**src/rtl/systolic_ctrl_if.sv**
```systemverilog
// rtl/systolic_ctrl_if.sv - job request and array/result drive bundle for systolic_ctrl
// reuse_w exists only when SA_CTRL_WEIGHT_REUSE_EN is defined.
interface systolic_ctrl_if #(
  parameter int N  = 4,
  parameter int VW = 8
);
  localparam int AW = (N > 1) ? $clog2(N) : 1;

  logic              start;
  logic [VW-1:0]     num_vec;
`ifdef SA_CTRL_WEIGHT_REUSE_EN
  logic              reuse_w;
`endif
  logic              busy;
  logic              done;
  logic              load_en;
  logic [AW-1:0]     w_rd_addr;
  logic [VW-1:0]     a_rd_addr;
  logic [N-1:0]      row_en;
  logic [N-1:0]      col_valid;
  logic [VW*N-1:0]   res_wr_addr;

  modport master (
    output start, num_vec,
`ifdef SA_CTRL_WEIGHT_REUSE_EN
    output reuse_w,
`endif
    input  busy, done, load_en, w_rd_addr, a_rd_addr, row_en, col_valid, res_wr_addr
  );

  modport slave (
    input  start, num_vec,
`ifdef SA_CTRL_WEIGHT_REUSE_EN
    input  reuse_w,
`endif
    output busy, done, load_en, w_rd_addr, a_rd_addr, row_en, col_valid, res_wr_addr
  );
endinterface

```
**src/rtl/systolic_ctrl.sv**
```systemverilog
// rtl/systolic_ctrl.sv - load/stream/drain sequencer for an NxN weight-stationary MAC array
// Optional weight reuse (skip LOAD) enabled by defining SA_CTRL_WEIGHT_REUSE_EN.
module systolic_ctrl #(
  parameter int N  = 4,
  parameter int VW = 8
) (
  input  logic           clk,
  input  logic           rst,
  systolic_ctrl_if.slave bus
);
  localparam int AW = (N > 1) ? $clog2(N) : 1;
  localparam int TW = VW + $clog2(N) + 2;

  localparam logic [2:0] S_IDLE   = 3'd0;
  localparam logic [2:0] S_LOAD   = 3'd1;
  localparam logic [2:0] S_STREAM = 3'd2;
  localparam logic [2:0] S_DRAIN  = 3'd3;
  localparam logic [2:0] S_DONE   = 3'd4;

  logic [2:0]      state, state_n;
  logic [TW-1:0]   cnt, cnt_n;
  logic [VW-1:0]   nv, nv_n;
  logic            reuse_ok;

  logic            busy_q, done_q, load_en_q;
  logic [AW-1:0]   w_rd_addr_q, w_rd_addr_n;
  logic [VW-1:0]   a_rd_addr_q, a_rd_addr_n;
  logic [N-1:0]    row_en_n, row_en_q;
  logic [N-1:0]    col_valid_n, col_valid_q;
  logic [VW*N-1:0] res_n, res_q;
  logic            run_n;
  logic [TW-1:0]   nv_w;

`ifdef SA_CTRL_WEIGHT_REUSE_EN
  // Weights are only trusted once a full LOAD has completed since reset.
  logic w_loaded;

  always_ff @(posedge clk) begin
    if (rst) begin
      w_loaded <= 1'b0;
    end else if (state == S_LOAD && cnt == TW'(N - 1)) begin
      w_loaded <= 1'b1;
    end
  end

  assign reuse_ok = bus.reuse_w && w_loaded;
`else
  assign reuse_ok = 1'b0;
`endif

  // cnt is the LOAD cycle index in LOAD and the stream-relative cycle in STREAM/DRAIN.
  always_comb begin
    state_n = state;
    cnt_n   = cnt;
    nv_n    = nv;
    case (state)
      S_IDLE: begin
        if (bus.start) begin
          nv_n  = bus.num_vec;
          cnt_n = '0;
          if (bus.num_vec == '0) begin
            state_n = S_DONE;
          end else if (reuse_ok) begin
            state_n = S_STREAM;
          end else begin
            state_n = S_LOAD;
          end
        end
      end
      S_LOAD: begin
        if (cnt == TW'(N - 1)) begin
          state_n = S_STREAM;
          cnt_n   = '0;
        end else begin
          cnt_n = cnt + 1'b1;
        end
      end
      S_STREAM: begin
        cnt_n = cnt + 1'b1;
        if (cnt == TW'(nv) - 1'b1) begin
          state_n = S_DRAIN;
        end
      end
      S_DRAIN: begin
        if (cnt == TW'(nv) + TW'(2 * N - 2)) begin
          state_n = S_DONE;
        end else begin
          cnt_n = cnt + 1'b1;
        end
      end
      S_DONE: begin
        state_n = S_IDLE;
      end
      default: begin
        state_n = S_IDLE;
      end
    endcase
  end

  // Outputs are computed from the next state so they can be registered without lag.
  always_comb begin
    run_n       = (state_n == S_STREAM) || (state_n == S_DRAIN);
    nv_w        = TW'(nv_n);
    w_rd_addr_n = w_rd_addr_q;
    a_rd_addr_n = a_rd_addr_q;
    row_en_n    = '0;
    col_valid_n = '0;
    res_n       = res_q;
    if (state_n == S_LOAD) begin
      w_rd_addr_n = AW'(N - 1) - AW'(cnt_n);
    end
    if (state_n == S_STREAM) begin
      a_rd_addr_n = VW'(cnt_n);
    end
    for (int r = 0; r < N; r++) begin
      row_en_n[r]    = run_n && (cnt_n >= TW'(r)) && (cnt_n < TW'(r) + nv_w);
      col_valid_n[r] = run_n && (cnt_n >= TW'(N + r)) && (cnt_n < TW'(N + r) + nv_w);
      if (col_valid_n[r]) begin
        res_n[r*VW +: VW] = VW'(cnt_n - TW'(N + r));
      end
    end
  end

  always_ff @(posedge clk) begin
    if (rst) begin
      state       <= S_IDLE;
      cnt         <= '0;
      nv          <= '0;
      busy_q      <= 1'b0;
      done_q      <= 1'b0;
      load_en_q   <= 1'b0;
      w_rd_addr_q <= '0;
      a_rd_addr_q <= '0;
      row_en_q    <= '0;
      col_valid_q <= '0;
      res_q       <= '0;
    end else begin
      state       <= state_n;
      cnt         <= cnt_n;
      nv          <= nv_n;
      busy_q      <= (state_n != S_IDLE);
      done_q      <= (state_n == S_DONE);
      load_en_q   <= (state_n == S_LOAD);
      w_rd_addr_q <= w_rd_addr_n;
      a_rd_addr_q <= a_rd_addr_n;
      row_en_q    <= row_en_n;
      col_valid_q <= col_valid_n;
      res_q       <= res_n;
    end
  end

  assign bus.busy        = busy_q;
  assign bus.done        = done_q;
  assign bus.load_en     = load_en_q;
  assign bus.w_rd_addr   = w_rd_addr_q;
  assign bus.a_rd_addr   = a_rd_addr_q;
  assign bus.row_en      = row_en_q;
  assign bus.col_valid   = col_valid_q;
  assign bus.res_wr_addr = res_q;
endmodule

```
**src/flat_wrapper.sv**
```systemverilog
// flat-port wrapper written by rule: the top's interface ports become plain ports
module systolic_ctrl_flat 
#(
  parameter int N  = 4,
  parameter int VW = 8
)
  (clk, rst, bus_start, bus_num_vec, bus_busy, bus_done, bus_load_en, bus_w_rd_addr, bus_a_rd_addr, bus_row_en, bus_col_valid, bus_res_wr_addr);
  systolic_ctrl_if #(.N(N), .VW(VW)) bus_i ();
  input  logic clk;
  input  logic rst;
  input wire logic [$bits(bus_i.start)-1:0] bus_start;
  input wire logic [$bits(bus_i.num_vec)-1:0] bus_num_vec;
  output wire logic [$bits(bus_i.busy)-1:0] bus_busy;
  output wire logic [$bits(bus_i.done)-1:0] bus_done;
  output wire logic [$bits(bus_i.load_en)-1:0] bus_load_en;
  output wire logic [$bits(bus_i.w_rd_addr)-1:0] bus_w_rd_addr;
  output wire logic [$bits(bus_i.a_rd_addr)-1:0] bus_a_rd_addr;
  output wire logic [$bits(bus_i.row_en)-1:0] bus_row_en;
  output wire logic [$bits(bus_i.col_valid)-1:0] bus_col_valid;
  output wire logic [$bits(bus_i.res_wr_addr)-1:0] bus_res_wr_addr;
  assign bus_i.start = bus_start;
  assign bus_i.num_vec = bus_num_vec;
  assign bus_busy = bus_i.busy;
  assign bus_done = bus_i.done;
  assign bus_load_en = bus_i.load_en;
  assign bus_w_rd_addr = bus_i.w_rd_addr;
  assign bus_a_rd_addr = bus_i.a_rd_addr;
  assign bus_row_en = bus_i.row_en;
  assign bus_col_valid = bus_i.col_valid;
  assign bus_res_wr_addr = bus_i.res_wr_addr;
  systolic_ctrl #(.N(N), .VW(VW)) u_core (.clk(clk), .rst(rst), .bus(bus_i));
endmodule
```
**config.mk**
```make
export PLATFORM = sky130hd
export DESIGN_NAME = systolic_ctrl_flat
export DESIGN_NICKNAME = d
export VERILOG_FILES = /design/src/rtl/systolic_ctrl_if.sv /design/src/rtl/systolic_ctrl.sv /design/src/flat_wrapper.sv
export SDC_FILE = /design/constraint.sdc
export NUM_CORES = 1
export LEC_CHECK = 0
export ABC_AREA = 1
export ABC_CLOCK_PERIOD_IN_PS = 6600
export BUFFER_PORTS_ARGS = -buffer_cell sky130_fd_sc_hd__buf_2
export CORE_MARGIN = 10
export CORE_UTILIZATION = 66
export DETAILED_ROUTE_END_ITERATION = 12
export GPL_TIMING_DRIVEN = 0
export PLACE_DENSITY_LB_ADDON = 0.3
export SLEW_MARGIN = 20
export SYNTH_ARGS = -nofsm -noshare
export SYNTH_HDL_FRONTEND = slang
export SYNTH_SLANG_ARGS = --single-unit
```
**constraint.sdc**
```tcl
create_clock -name clk -period 6.6 [get_ports clk]
set_input_delay 1.32 -clock clk [delete_from_list [all_inputs] [get_ports clk]]
set_output_delay 1.32 -clock clk [all_outputs]
set_load 0.05 [all_outputs]
```
==> results of run 1 <==
## cells by family after synthesis
kind of cell,share of synthesized area
compound gates,0.0961
xor+xnor,0.0844
fa+ha+maj,0.140
buf+inv,0.0884
flops,0.233
simple gates,0.359
## final timing paths
kind	to	slack, ns	start	depth (start not counted)
worst max register to register	u_core.bus.res_wr_addr[12]	2.40	u_core.nv[1]	26
worst min register to register	u_core.bus.w_rd_addr[1]	0.47	u_core.bus.w_rd_addr[1]	2
worst max-delay path	u_core.bus.res_wr_addr[12]	2.09	bus_start	24
worst min-delay path	u_core.bus.w_rd_addr[1]	0.47	u_core.bus.w_rd_addr[1]	2
## report_power, final
part | internal [W] | switching [W] | total (W)
clock network | 0.000146 | 0.000216 | 0.000361
registers | 0.000467 | 0.00000957 | 0.000477
logic | 0.000116 | 0.000234 | 0.000351
total | 0.000729 | 0.000459 | 0.00119
## through the flow
step	cell area [sq um]	hold WS, ns	utilization	instances
CTS	7230	0.467	0.743	1209
global route	7230	0.500	0.743	1209
finish	7230	0.469	0.743	1209
floorplan	6540	0.523	-	997
detailed placement	7030	0.452	0.723	1193
global placement	7010	0.458	0.721	1192
## cell type report
| class | instances | area [sq um] | area share |
|---|---|---|---|
| multi-input combinational | 776 | 4450 | 0.615 |
| sequential | 76 | 1520 | 0.211 |
| inverter | 125 | 475 | 0.0658 |
| timing repair buffer | 63 | 322 | 0.0445 |
| tap | 133 | 166 | 0.0230 |
| clock buffer | 9 | 124 | 0.0171 |
| buffer | 20 | 103 | 0.0142 |
| clock inverter | 7 | 68.8 | 0.00952 |
## sequential cells by signal, indices dropped and copies added, names as in the netlist
signal,count
u_core.bus.res_wr_addr,32
u_core.cnt,12
u_core.bus.a_rd_addr,8
u_core.nv,8
u_core.bus.col_valid,4
u_core.bus.row_en,4
u_core.state,3
u_core.bus.w_rd_addr,2
u_core.bus.busy,1
u_core.bus.done,1
u_core.bus.load_en,1
## layer usage
layer | vias to the layer above | GRT usage
li1 | 3322 | -
met1 | 3064 | 0.323
met2 | 255 | 0.434
met3 | 51 | 0.0534
met4 | 0 | 0.104
met5 | - | 0
## cells in the mapped netlist (all sizes together), types with 13 or more instances
library cell | count | area share
nand4 | 13 | 0.013
xor2 | 53 | 0.071
nand2 | 275 | 0.17
a21oi | 45 | 0.037
dfxtp | 76 | 0.23
nor2 | 163 | 0.11
nand3 | 59 | 0.051
o21ai | 46 | 0.041
ha | 73 | 0.14
inv | 124 | 0.072
## worst max-delay path, stage by stage
cell,delay [ns]
buf_2,0.14
nand2_4,0.11
buf_2,0.22
o21ai_1,0.64
inv_1,0.24
ha_1,0.34
inv_1,0.10
o21ai_0,0.17
nand2_1,0.13
xnor2_1,0.12
ha_1,0.24
nand2_1,0.09
inv_1,0.04
nand2_1,0.05
inv_1,0.04
nand2_1,0.05
nand2_1,0.05
nand2_1,0.09
nand3_2,0.09
nor2_4,0.18
buf_6,0.17
nand2_1,0.06
nand2_1,0.06
nor2_1,0.05
## cell usage in the layout, fill, tap and decap left out, types with 5 or more instances in the layout
cell / count
nor2_4: 10
ha_1: 73
clkbuf_8: 9
o21ai_2: 5
xor2_1: 53
o21ai_0: 29
o211ai_1: 5
nor3_1: 9
o21ai_1: 10
a21oi_1: 43
nand3_1: 52
clkbuf_1: 10
dfxtp_1: 76
buf_2: 66
nand2_2: 13
nand3b_1: 6
xnor2_1: 10
inv_1: 99
nand3_2: 7
nor2_2: 5
inv_2: 23
nand2_1: 260
nor2_1: 148
nand4_1: 12
==> results.md, run 1 <==
* Outcome: finished clean
* Setup bufs post-CTS at 0
* CTS tree: built
* Die Area at 14300 sq um
* Vias in the first global route at 6399
* Initial antenna violation count at 0
* Slew Limit Fails at 0
* Setup-failing EPs final at 0
* Antenna Cells at 0
* P_leak at 3.86 nW
* Worst hold path type: flip-flop to flip-flop
* Ports at 64
* Pre-CTS setup slack at 1.79 ns
* Post-synthesis cell count at 997
* First-pass GRT wire length at 30.9 mm
* # fillers at 866
* Max_slew headroom at 0.397
* Clock root cell: clkbuf_8
* Vias per std cell at 5.54
* Max Freq at 222 MHz
* TritonCTS Buffers at 9
* Flops & latches, synth at 76
* Number of synthesized flops with an enable pin at 0
* Via count at 6692
* Setup CP Type: input pin to flip-flop
* Pwr/cell area at 164 nW/um^2
* CTS Sinks at 76
* H-tree lvl count at 3
* Initial Util at 0.672
* Synth Area per Inst at 6.56 sq um
* Worst-path clk slew at 0.10 ns
* Design Power at 0.00119 W
* Gr usage total at 0.261
* Worst Path Required at 6.88 ns
* Number of gates resized after CTS at 0
* Yosys cell types at 44
* Post-DP HPWL at 14.7 mm
* Crit. End Element: flip-flop
* RePlAce Congestion at 0.981
* Remaining DRCs at 0
* Worst-path fanout max at 10
* Worst setup margin at 2.09 ns
* Antenna viol nets, final at 0
* Maximum vdd drop at 0.137 mV
* Period utilisation layout at 0.683
* Die H at 120 um
* Met1 wire length at 7.98 mm
* Rows at 36
* Iter 0 DRT Violations at 703
* RSZ-0062 raised after global routing: no
* Core area at 9730 sq um
* Ys Warns at 0
* Worst Path Arrival at 4.78 ns
* Seq/Total Area, Yosys at 0.233
* Top Layer Used: met4
* Primary FF master, synth: dfxtp_1
* Die width at 120 um
* Type of element launching the critical path: input pin
* Share of layout cells above drive strength 1 at 0.154
* DR WL met2 at 8.80 mm
* Maxcap violations at 0
* Final Hold Vio Count at 0
* Longest Clk Path Bufs at 2
* Min Tclk post-route at 4.51 ns
* Area Growth Syn to Fin at 10.6%
* Worst-Skew Late Latency at 0.38 ns
* Netlist Area Pre-Place at 6540 sq um
* Least-Margin Pin Slew at 0.898 ns
* Clock Skews at 0.0159 ns
* Global route total overflow at 0
* Total negative slack at 0 ns
* Drt pass-1 iters at 6
* Met3 WL post-DR at 1.34 mm
* Drt wl/cell at 15.5 um
* Largest net degree at the start of global routing at 17
* Nets at 1155
* Routed wire length at 18.8 mm
* CTS Hold Buffers Added at 0
* Ys async rst share at 0
* Net Count, Synth at 1081
* Port bufs at 62
(Power assumes the default switching activity.)
==> run 2, diff against run 1 <==
--- a/config.mk
+++ b/config.mk
@@ -5,11 +5,11 @@
 export SDC_FILE = /design/constraint.sdc
 export NUM_CORES = 1
 export LEC_CHECK = 0
-export ABC_AREA = 1
-export ABC_CLOCK_PERIOD_IN_PS = 6600
+export ABC_AREA = 0
+export ABC_CLOCK_PERIOD_IN_PS = 4400
 export BUFFER_PORTS_ARGS = -buffer_cell sky130_fd_sc_hd__buf_2
 export CORE_MARGIN = 10
-export CORE_UTILIZATION = 66
+export CORE_UTILIZATION = 61
 export DETAILED_ROUTE_END_ITERATION = 12
 export GPL_TIMING_DRIVEN = 0
 export PLACE_DENSITY_LB_ADDON = 0.3
==> constraint.sdc (replaced) <==
create_clock -name clk -period 4.4 [get_ports clk]
set_input_delay 0.88 -clock clk [delete_from_list [all_inputs] [get_ports clk]]
set_output_delay 0.88 -clock clk [all_outputs]
set_load 0.05 [all_outputs]
==> run 2 against run 1 <==
Effect of this change:
- the flow now finishes with violations (negative setup slack)
- setup slack worse by 2.1 ns
- hold slack got worse by 0.0047 ns
- clock skew is 0.00069 ns higher
- sequential power grew 48%
- clock power grew 50%
- final cell count fell by 10%
==> results.md, run 2 <==
* Ys async rst share at 0
* Pwr/cell area at 224 nW/um^2
* Gr usage total at 0.267
* Die Area at 15500 sq um
* Worst-path fanout max at 9
* Outcome: finished, violations left
* Maximum vdd drop at 0.204 mV
* Most common cell in the synthesized netlist: nor2_1
* Initial Util at 0.619
* CTS tree: built
* Flops & latches, synth at 76
* Port bufs at 63
* Worst setup margin at -0.0142 ns
* Least-Margin Pin Slew at 0.885 ns
* Min Tclk post-route at 4.41 ns
* TritonCTS Buffers at 9
* Clock Skews at 0.0166 ns
* First-pass GRT wire length at 34.3 mm
* Antenna viol nets, final at 0
* Largest net degree at the start of global routing at 15
* Seq/Total Area, Yosys at 0.229
* # fillers at 802
* Post-synthesis cell count at 812
* Area Growth Syn to Fin at 22.7%
* Ports at 64
* Clock root cell: clkbuf_8
* Type of element launching the critical path: flip-flop
* Critical path, cell by cell: ha_1, clkbuf_4, nor4b_2, nand3_1, nand2_1, and3_4, buf_8, buf_4, a211oi_1, o22ai_4, clkinvlp_4, ha_1, o21ai_0, nand2b_1, a21oi_1, or4b_4, a21oi_2, a211oi_2, buf_6, clkbuf_4, buf_4, a211oi_2
* Dpl cells at 1016
* RSZ-0062 raised after global routing: yes
* Failing checks: negative setup slack
* Maxcap violations at 0
* Worst R2R Setup Slack at -0.01 ns
* Crit. End Element: flip-flop
* WP buf/inv at 7
* Max incr delay on CP at 0.51 ns
* CTS Sinks at 76
* P_leak at 3.64 nW
* Worst-path clk slew at 0.10 ns
* Leading area contributor after synthesis: dfxtp_1
* Initial antenna violation count at 0
* Drt wl/cell at 21.1 um
* Rows at 38
* Die H at 124 um
* Setup CP Type: flip-flop to flip-flop
* Number of synthesized flops with an enable pin at 0
* Yosys cell types at 80
* Worst Path Arrival at 4.71 ns
* Post-synth top area share at 0.229
* Max_slew headroom at 0.405
* Remaining DRCs at 0
* Routed wire length at 22.9 mm
* Crit path max-delay family: simple AND/OR/NAND/NOR gates
* Nets at 1025
* Core area at 10700 sq um
* Synth Area per Inst at 8.19 sq um
* Worst Path Required at 4.69 ns
* Die width at 124 um
* Post-DP HPWL at 15.9 mm
* Worst hold path type: flip-flop to flip-flop
* Commonest non-fill, non-tap cells in the layout: 89 x nor2_1, 76 x buf_2, 73 x dfxtp_1, 69 x ha_1, 57 x buf_4
* Slew Limit Fails at 0
* Antenna Cells at 0
* Multi-input gate area at 5060 sq um
* Most common cell after layout, fill and taps aside: nor2_1
* Final instance area at 8150 sq um
* CTS Hold Buffers Added at 0
* Longest Clk Path Bufs at 2
* Max Freq at 227 MHz
* Net Count, Synth at 896
* Finished Layout Cells at 1086
* Vias per std cell at 6.44
* Share of layout cells above drive strength 1 at 0.266
* Global route total overflow at 0
* DP Area at 7190 sq um
* Vias in the first global route at 6500
* Max FFs per register at 32
* Top cells by area, synth: dfxtp_1 23%, ha_1 14%, xnor2_1 7.0%, nor2_1 5.0%, mux2i_1 4.5%
* H-tree lvl count at 3
* Drt pass-1 iters at 6
* CP max stage cell: or4b_4
* Ys Warns at 0
* Post-synth top cells: 89 x nor2_1, 76 x dfxtp_1, 73 x ha_1
* Netlist Area Pre-Place at 6650 sq um
* Final Hold Vio Count at 0
* Primary FF master, synth: dfxtp_1
* Reg area at 1530 sq um
* Period utilisation layout at 1.00
* Iter 0 DRT Violations at 686
* Via count at 6994
* Total negative slack at -0.0142 ns
* Worst-Skew Late Latency at 0.38 ns
* RePlAce Congestion at 0.957
* Setup-failing EPs final at 1
-- run 2: changes by cell type after synthesis, moves of 15 or more --
cell,before,now
buf_2,4,19
inv_1,99,34
inv_2,23,2
mux2i_1,0,30
nand2_1,260,43
nand2b_1,0,15
nand3_1,52,29
nor2_1,148,89
xnor2_1,10,53
xor2_1,53,20
-- run 2: path summary, 6_finish.rpt --
| check | endpoint | from | cells past startpoint |
|---|---|---|---|
| max reg2reg | u_core.bus.res_wr_addr[25] | u_core.cnt[1] | 22 |
| min reg2reg | u_core.bus.res_wr_addr[15] | u_core.bus.res_wr_addr[15] | 2 |
| min | u_core.bus.res_wr_addr[15] | u_core.bus.res_wr_addr[15] | 2 |
| max | u_core.bus.res_wr_addr[25] | u_core.cnt[1] | 22 |
-- run 2: cells by family after synthesis --
kind of cell | count (synthesis) | synth area share
buffers and inverters | 82 | 0.0561
AO/OA/AOI/OAI | 199 | 0.213
adder cells (fa/ha/maj) | 74 | 0.139
XOR/XNOR | 75 | 0.102
multiplexers | 30 | 0.0452
flip-flops | 76 | 0.229
AND/OR/NAND/NOR | 276 | 0.216
-- run 2: area by class of cell --
type                            count  share of cell area
Clock buffer                       11              0.0186
Sequential cell                    76               0.188
Timing Repair Buffer              121              0.0965
Clock inverter                      5             0.00430
Multi-Input combinational cell    654               0.620
Buffer                             41              0.0310
Tap cell                          140              0.0215
Inverter                           38              0.0201
-- run 2: worst reg2reg max path: stages, from the launching register on --
cell and delay (ns):
dfxtp_4 0.42, ha_1 0.17, clkbuf_4 0.22, nor4b_2 0.23, nand3_1 0.19, nand2_1 0.20, and3_4 0.21, buf_8 0.12
buf_4 0.11, a211oi_1 0.09, o22ai_4 0.21, clkinvlp_4 0.20, ha_1 0.30, o21ai_0 0.08, nand2b_1 0.07, a21oi_1 0.10
or4b_4 0.51, a21oi_2 0.14, a211oi_2 0.10, buf_6 0.15, clkbuf_4 0.17, buf_4 0.14, a211oi_2 0.20
-- run 2: per-layer routing --
| layer | GRT usage | vias to the layer above | wire length [um] |
|---|---|---|---|
| met5 | 0 | - | 0 |
| met4 | 0.128 | 0 | 1170 |
| met3 | 0.0485 | 104 | 1810 |
| met2 | 0.434 | 390 | 10800 |
| met1 | 0.332 | 3326 | 9160 |
| li1 | - | 3174 | - |
-- run 2: repair_timing --
action                                  CTS  global route
buffers inserted                         17            40
endpoints found under the setup margin   40            37
gates resized for setup                  22            61
pin swaps                                 8            20
-- run 2: metrics by stage --
stage                     power (W)  hold slack (ns)  setup slack [ns]   util
after global routing        0.00190            0.498            -0.144  0.759
after CTS                   0.00175            0.465           0.00866  0.705
after detailed placement    0.00121            0.451            -0.989  0.670
after floorplan             0.00109            0.468            0.0392      -
final                       0.00182            0.464           -0.0142  0.759
after global placement      0.00119            0.446             -1.11  0.668
-- run 2: report_power, final --
part | internal, W | switching [W]
clock network | 0.000237 | 0.000306
logic | 0.000222 | 0.000351
registers | 0.000698 | 0.00000923
